<file path="src/rtl/uart_tx_mmio.sv">
// uart_tx_mmio: memory-mapped 8N1 UART transmitter with a byte FIFO.
//
// Ports:
//   clk    - clock
//   reset  - synchronous, active-high reset
//   sel    - decoder select for this device's address window
//   addr   - byte address; only addr[3:2] is decoded
//   wdata  - store data
//   we     - store strobe; a write happens on a clk edge when sel & we
//   rdata  - combinational read data; 0 when sel is low
//   txd    - serial line output, idle high, registered
//
// Register map (addr[3:2]):
//   0 TXDATA : write pushes wdata[7:0]; reads 0
//   1 STATUS : {count[15:8], overflow[3], busy[2], empty[1], full[0]};
//              writing 1 to bit3 clears overflow
//   2,3      : read 0, writes ignored
module uart_tx_mmio #(
  parameter int unsigned XLEN       = 32,
  parameter int unsigned CLK_DIV    = 868,
  parameter int unsigned FIFO_DEPTH = 8
) (
  input  logic            clk,
  input  logic            reset,
  input  logic            sel,
  input  logic [XLEN-1:0] addr,
  input  logic [XLEN-1:0] wdata,
  input  logic            we,
  output logic [XLEN-1:0] rdata,
  output logic            txd
);

  localparam int unsigned PTR_W  = $clog2(FIFO_DEPTH);
  localparam int unsigned CNT_W  = PTR_W + 1;
  localparam int unsigned BAUD_W = $clog2(CLK_DIV);

  localparam logic [BAUD_W-1:0] BAUD_LAST = BAUD_W'(CLK_DIV - 1);
  localparam logic [CNT_W-1:0]  CNT_FULL  = CNT_W'(FIFO_DEPTH);

  typedef enum logic [1:0] {
    ST_IDLE  = 2'd0,
    ST_START = 2'd1,
    ST_DATA  = 2'd2,
    ST_STOP  = 2'd3
  } state_t;

  state_t              r_state;
  logic                r_txd;
  logic [BAUD_W-1:0]   r_baud;
  logic [2:0]          r_bit_idx;
  logic [7:0]          r_shift;

  logic [7:0]          r_mem [FIFO_DEPTH];
  logic [PTR_W-1:0]    r_wptr;
  logic [PTR_W-1:0]    r_rptr;
  logic [CNT_W-1:0]    r_count;
  logic                r_ovf;

  logic                w_wr_data;
  logic                w_wr_status;
  logic                w_empty;
  logic                w_full;
  logic                w_busy;
  logic                w_baud_end;
  logic                w_pop;
  logic                w_push_ok;
  logic [15:0]         w_status;
  logic                w_unused;

  // Bus decode and FIFO/engine handshake
  assign w_wr_data   = sel & we & (addr[3:2] == 2'd0);
  assign w_wr_status = sel & we & (addr[3:2] == 2'd1);
  assign w_empty     = (r_count == '0);
  assign w_full      = (r_count == CNT_FULL);
  assign w_busy      = (r_state != ST_IDLE);
  assign w_baud_end  = (r_baud == BAUD_LAST);

  // Pop on IDLE->START or STOP->START
  assign w_pop = ~w_empty & ((r_state == ST_IDLE) |
                             ((r_state == ST_STOP) & w_baud_end));

  // A full FIFO still accepts a byte when a pop frees a slot this cycle
  assign w_push_ok = w_wr_data & (~w_full | w_pop);

  assign w_status = {8'(r_count), 4'b0000, r_ovf, w_busy, w_empty, w_full};

  assign w_unused = ^{addr[XLEN-1:4], addr[1:0], wdata[XLEN-1:8]};

  assign txd = r_txd;

  // Combinational read mux so loads complete in the same cycle
  always_comb begin
    rdata = '0;
    if (sel) begin
      case (addr[3:2])
        2'd1:    rdata = XLEN'(w_status);
        default: rdata = '0;
      endcase
    end
  end

  // FIFO storage; stale entries are harmless since pointers are reset
  always_ff @(posedge clk) begin
    if (w_push_ok) begin
      r_mem[r_wptr] <= wdata[7:0];
    end
  end

  // FIFO pointers, occupancy and sticky overflow
  always_ff @(posedge clk) begin
    if (reset) begin
      r_wptr  <= '0;
      r_rptr  <= '0;
      r_count <= '0;
      r_ovf   <= 1'b0;
    end else begin
      if (w_push_ok) begin
        r_wptr <= r_wptr + PTR_W'(1);
      end
      if (w_pop) begin
        r_rptr <= r_rptr + PTR_W'(1);
      end
      case ({w_push_ok, w_pop})
        2'b10:   r_count <= r_count + CNT_W'(1);
        2'b01:   r_count <= r_count - CNT_W'(1);
        default: r_count <= r_count;
      endcase
      if (w_wr_data & ~w_push_ok) begin
        r_ovf <= 1'b1;
      end else if (w_wr_status & wdata[3]) begin
        r_ovf <= 1'b0;
      end
    end
  end

  // Serial engine; txd is registered alongside the state it belongs to
  always_ff @(posedge clk) begin
    if (reset) begin
      r_state   <= ST_IDLE;
      r_txd     <= 1'b1;
      r_baud    <= '0;
      r_bit_idx <= '0;
      r_shift   <= '0;
    end else begin
      case (r_state)
        ST_IDLE: begin
          r_txd  <= 1'b1;
          r_baud <= '0;
          if (w_pop) begin
            r_shift <= r_mem[r_rptr];
            r_txd   <= 1'b0;
            r_state <= ST_START;
          end
        end

        ST_START: begin
          if (w_baud_end) begin
            r_baud    <= '0;
            r_bit_idx <= '0;
            r_txd     <= r_shift[0];
            r_state   <= ST_DATA;
          end else begin
            r_baud <= r_baud + BAUD_W'(1);
          end
        end

        ST_DATA: begin
          if (w_baud_end) begin
            r_baud  <= '0;
            r_shift <= r_shift >> 1;
            if (r_bit_idx == 3'd7) begin
              r_txd   <= 1'b1;
              r_state <= ST_STOP;
            end else begin
              r_bit_idx <= r_bit_idx + 3'd1;
              r_txd     <= r_shift[1];
            end
          end else begin
            r_baud <= r_baud + BAUD_W'(1);
          end
        end

        ST_STOP: begin
          if (w_baud_end) begin
            r_baud <= '0;
            // Chain straight into the next frame with no idle gap
            if (w_pop) begin
              r_shift <= r_mem[r_rptr];
              r_txd   <= 1'b0;
              r_state <= ST_START;
            end else begin
              r_txd   <= 1'b1;
              r_state <= ST_IDLE;
            end
          end else begin
            r_baud <= r_baud + BAUD_W'(1);
          end
        end

        default: begin
          r_txd   <= 1'b1;
          r_baud  <= '0;
          r_state <= ST_IDLE;
        end
      endcase
    end
  end

endmodule

</file>
<file path="config.mk">
export PLATFORM = sky130hd
export DESIGN_NAME = uart_tx_mmio
export DESIGN_NICKNAME = d
export VERILOG_FILES = /design/src/rtl/uart_tx_mmio.sv
export SDC_FILE = /design/constraint.sdc
export NUM_CORES = 1
export LEC_CHECK = 0
export CAP_MARGIN = 20
export CORE_UTILIZATION = 45
export CTS_CLUSTER_DIAMETER = 40
export DETAILED_ROUTE_END_ITERATION = 8
export GPL_TIMING_DRIVEN = 0
export PLACE_DENSITY_LB_ADDON = 0.1
export SETUP_SLACK_MARGIN = 0.4
export SKIP_CTS_REPAIR_TIMING = 1
export SKIP_LAST_GASP = 1
export SLEW_MARGIN = 40
export SYNTH_ARGS = -nofsm -noshare
export SYNTH_HDL_FRONTEND = slang
export SYNTH_SLANG_ARGS = --single-unit
export TNS_END_PERCENT = 100
</file>
<file path="constraint.sdc">
create_clock -name clk -period 4.1 [get_ports clk]
set_input_delay 1.23 -clock clk [delete_from_list [all_inputs] [get_ports clk]]
set_output_delay 1.23 -clock clk [all_outputs]
set_load 0.02 [all_outputs]
</file>
==> flow_results.org <==
** Cells and area
- Fill cell total of the finished layout :: 873
- Area of the multi-input gates :: 1849 µm²
- Antenna cells :: 0
- Across the whole layout, storage elements account for 2683 µm².
- Fraction of final layout cells with drive strength greater than 1 :: 0.1888
- Relative to the synthesized area, the layout overhead comes to 16.20%.
- Net count, final :: 523
- Number of non-filler instances in the completed layout :: 578

** Floorplan
- Number of primary I/O pins :: 101
- Number of standard-cell rows in the floorplan :: 36
- Total die area :: 10830 µm²
- The floorplan step set the die height to 104.1 µm.
- The floorplan step set the die width to 104.1 µm.
- For this configuration, the core starts out at a cell density of 0.4711.
- The core region is 9955 µm².

** Global routing
- Total routing usage reported by global routing :: 0.1654
- Via count of the first global-routing pass :: 2855
- Pin count of the biggest net entering global routing :: 19
- After global routing the overflow that remains totals 0.
- The first global-routing pass estimated 13990 µm of wire.
- Initial antenna violation count :: 0

** Power
- The design draws 2.946 mW.
- Of the total power, the clock network draws 0.222.
- The analysis attributes to cell leakage a power of 2.106 nW.
- Of the total power, registers draw 0.416.
- IR Drop Worst-Case VDD :: 354.2 µV
- Design internal power :: 1.937 mW
- The analysis attributes to net switching a power of 1.009 mW.
- For this design the ratio of total power to cell area is 540.7 nW/µm².
- Relative contribution of combinational cells to total power :: 0.363
- Switching power as a share of total power :: 0.3424

** Critical path
- In this run the critical register-to-register path is launched from r_baud[0].
- Maximum cell stage delay along the critical path :: 0.50 ns
- The worst setup path is launched from an input port.
- Worst-path cell with the longest stage delay :: clkdlybuf4s50_1
- Setup crit end kind :: flop
- Cell-by-cell trace of the critical path :: clkdlybuf4s50_1 > nor4bb_2 > a21boi_2 > inv_1 > ha_1 > xor2_1 > ha_1 > a21oi_1 > xor2_1 > or3_1 > a21oi_1
- Data arrives at the worst endpoint at 4.01 ns.
- Worst reg2reg path endpoint :: r_count[2]
- Kind of critical path :: in -> reg
- Register-to-register setup slack :: 0.80 ns
- Along the worst path, the maximum fanout reaches 6.
- Data on the critical path is required at its endpoint by 4.40 ns.
- For the worst flop-to-flop path, the logic depth is 12.

** Yosys
- By area, the combinational part of the netlist is dominated by simple AND/OR/NAND/NOR gates.
- Proportion of register bits with asynchronous set or reset after synthesis :: 0
- Share of the synthesized area in compound gates (AO/OA/AOI/OAI) :: 0.08991
- Count of distinct cell types in the synthesized netlist :: 55
- Cell types with the largest area share after synthesis :: edfxtp_1 41%, dfxtp_1 16%, mux2i_1 4.1%, buf_4 3.8%, ha_1 3.7%
- Mean instance size in the synthesized netlist :: 12.28 µm²
- Post-synth EDFFs :: 64
- In the synthesized netlist the dominant register cell turns out to be edfxtp_1.
- After synthesis the netlist holds a flip-flop and latch count of 102.
- Measured against the total synthesized area, the mux share comes to 0.07898.
- Xor and xnor fraction of the mapped netlist area :: 0.02988
- The largest total area in the synthesized netlist belongs to edfxtp_1.
- Adder-cell share of the synthesized area :: 0.03735
- Cell area after technology mapping :: 4689 µm²
- Synthesized netlist cell count :: 382
- Synth top area share :: 0.4098
- Number of warnings reported in the yosys synthesis log :: 0
- By count the netlist is led by 64 x edfxtp_1, 38 x dfxtp_1, 37 x nor2_1.
- edfxtp_1 is the most common cell in the netlist.
- For this run, the register share of the synthesized area comes to 0.5720.
- Of the total synthesized cell area, the portion taken by AND, OR, NAND and NOR gates is 0.1286.

** Status
- Status :: complete, no violations

** STA
- Final setup skew :: 0.009325 ns
- Final count of negative-setup-slack endpoints :: 0
- For the pin with the worst max-slew slack, the measured transition is 0.7954 ns.
- Min cycle time layout :: 3.712 ns
- Count of endpoints failing hold in the final timing report :: 0
- For the final routed database, the setup TNS stands at 0 ns.
- Across all hold checks on the routed design, the worst slack comes to 0.4738 ns.
- Unrepaired setup endpoints after global routing :: yes
- Static timing analysis puts the maximum clock frequency at 269.4 MHz.
- Once routing completed, OpenROAD measured the worst setup slack at 0.3876 ns.
- In this run the tightest slew margin relative to its limit is 0.4678.
- Final period util :: 0.9055
- The number of pins exceeding their max-slew limit in the final report is 0.

** Detailed routing
- The detailed router placed 2929 vias in this run.
- Wire length per cell after detailed routing :: 14.44 µm
- Dividing the detail-routed via count by the number of cells gives 5.067.
- DRC :: 0
- Number of nets with antenna violations after detailed routing :: 0
- Before antenna repair, the detailed router went through 4 iterations.
- Drt total wl :: 8349 µm
- The first routing iteration left 74 violations.

** Clock network
- The longest clock path from root to sink contains 2 buffers.
- The clock drives 102 sinks.
- Clock-pin slew was measured on the worst setup and hold paths at 0.10 ns.
- The clock tree synthesis step divided the H-tree into 3 levels.
- The cell sitting at the root of the clock tree is a clkbuf_8.
- TritonCTS built the clock tree.
- Clock latency on the worst-skew pair, taken at its later pin, is 0.37 ns.
- Num CTS Buffers :: 9

** Placement
- Post-placement worst setup slack :: -0.2260 ns
- Cell count after placement :: 563
- The congestion estimate from routability-driven global placement came to 0.7751.
- Count of port buffers added during placement :: 22
- Detailed placement HPWL :: 6078 µm

** Run
- Across the run, the number of max-cap violations was 0.

** Hold path
- HP Start :: r_bit_idx[1]
- Worst hold endpoint :: r_bit_idx[1]
- The path class of the tightest hold or removal check is reg -> reg.
- The worst hold path passes through 2 cells.
## kinds of logic (layout without fill, tap and decap cells)
group                      Yosys count  after routing
and+or+nand+nor                    114            114
DFF                                102            102
AOI/OAI and AO/OA                   52             52
buffers and inverters               49             89
muxes                               34             34
xor gates and xnor gates            16             16
adders and majority gates           14             14
other                                1             24
## worst max-delay path by stage
stage               slack, ns  startpoint     endpoint  cells after the start
detailed placement      -0.23         sel   r_count[2]                     11
global placement        -0.69         sel  r_mem[1][5]                      5
CTS                       0.1         sel     rdata[0]                      4
finish                   0.39         sel   r_count[2]                     11
floorplan                0.58     addr[3]  r_mem[1][0]                      4
global route             0.13         sel   r_count[2]                     11
## critical path, delay by kind of cell
| family | cells | cell delay (ns) |
|---|---|---|
| fa+ha+maj | 2 | 0.50 |
| compound gates | 3 | 0.62 |
| xor+xnor | 2 | 0.25 |
| buf+inv | 2 | 0.72 |
| simple gates | 2 | 0.68 |
## metrics by stage
stage          cell area [µm²]  utilization
6_report                  5449       0.5474
5_1_grt                   5449       0.5474
4_1_cts                   5419       0.5444
3_5_place_dp              5216       0.5240
3_3_place_gp              5162       0.5186
2_1_floorplan             4776            -
## final cells by class
cell class,count,share of cell area
Buffer,40,0.04753
Clock buffer,9,0.02273
Clock inverter,6,0.01447
Inverter,9,0.006200
Multi-Input combinational cell,254,0.3394
Sequential cell,102,0.4923
Tap cell,133,0.03054
Timing Repair Buffer,25,0.04684
## layout by cell type, fill, tap and decap left out, types with 2 or more instances in the layout
cell type,instances
nor4b_2,2
inv_1,9
dfxtp_1,38
buf_6,2
clkbuf_1,9
buf_4,24
nor3b_2,2
nor3_2,2
nand3_1,9
dlymetal6s2s_1,8
or3_1,10
xor2_1,7
a21oi_1,11
a22o_1,7
xnor2_1,9
nor2b_1,2
and3_1,2
clkinv_4,2
o21ai_0,7
mux2_2,14
clkdlybuf4s50_1,14
o22ai_1,7
nor3_1,4
and2_1,6
mux2i_1,19
buf_1,2
nand3b_1,2
buf_2,6
nand2_1,22
inv_8,2
edfxtp_1,64
nand2b_1,2
ha_1,14
clkbuf_8,9
a311oi_2,7
nor2_1,37
and3b_1,2
conb_1,24
## state kept, by name, indices dropped and copies added, names as in the netlist, named ones only
name and count:
r_baud 10, r_bit_idx 3, r_count 4, r_mem 64, r_ovf 1, r_rptr 3
r_shift 8, r_state 2, r_wptr 3, txd 1
## power groups by stage
stage	registers (mW)	logic (mW)	clock network, mW
final	1.22	1.07	0.653
after global routing	1.23	1.20	0.704
after CTS	1.22	1.08	0.667
after detailed placement	1.25	1.07	0
after global placement	1.24	1.06	0
after floorplan	1.23	0.850	0
## per-layer routing
metal	up-vias	part of all wire	GRT usage
met5	-	0	0
met4	0	0.012	0.05714
met3	8	0.035	0.04261
met2	39	0.48	0.2729
met1	1421	0.47	0.2108
li1	1461	-	-
(Power assumes the default switching activity.)
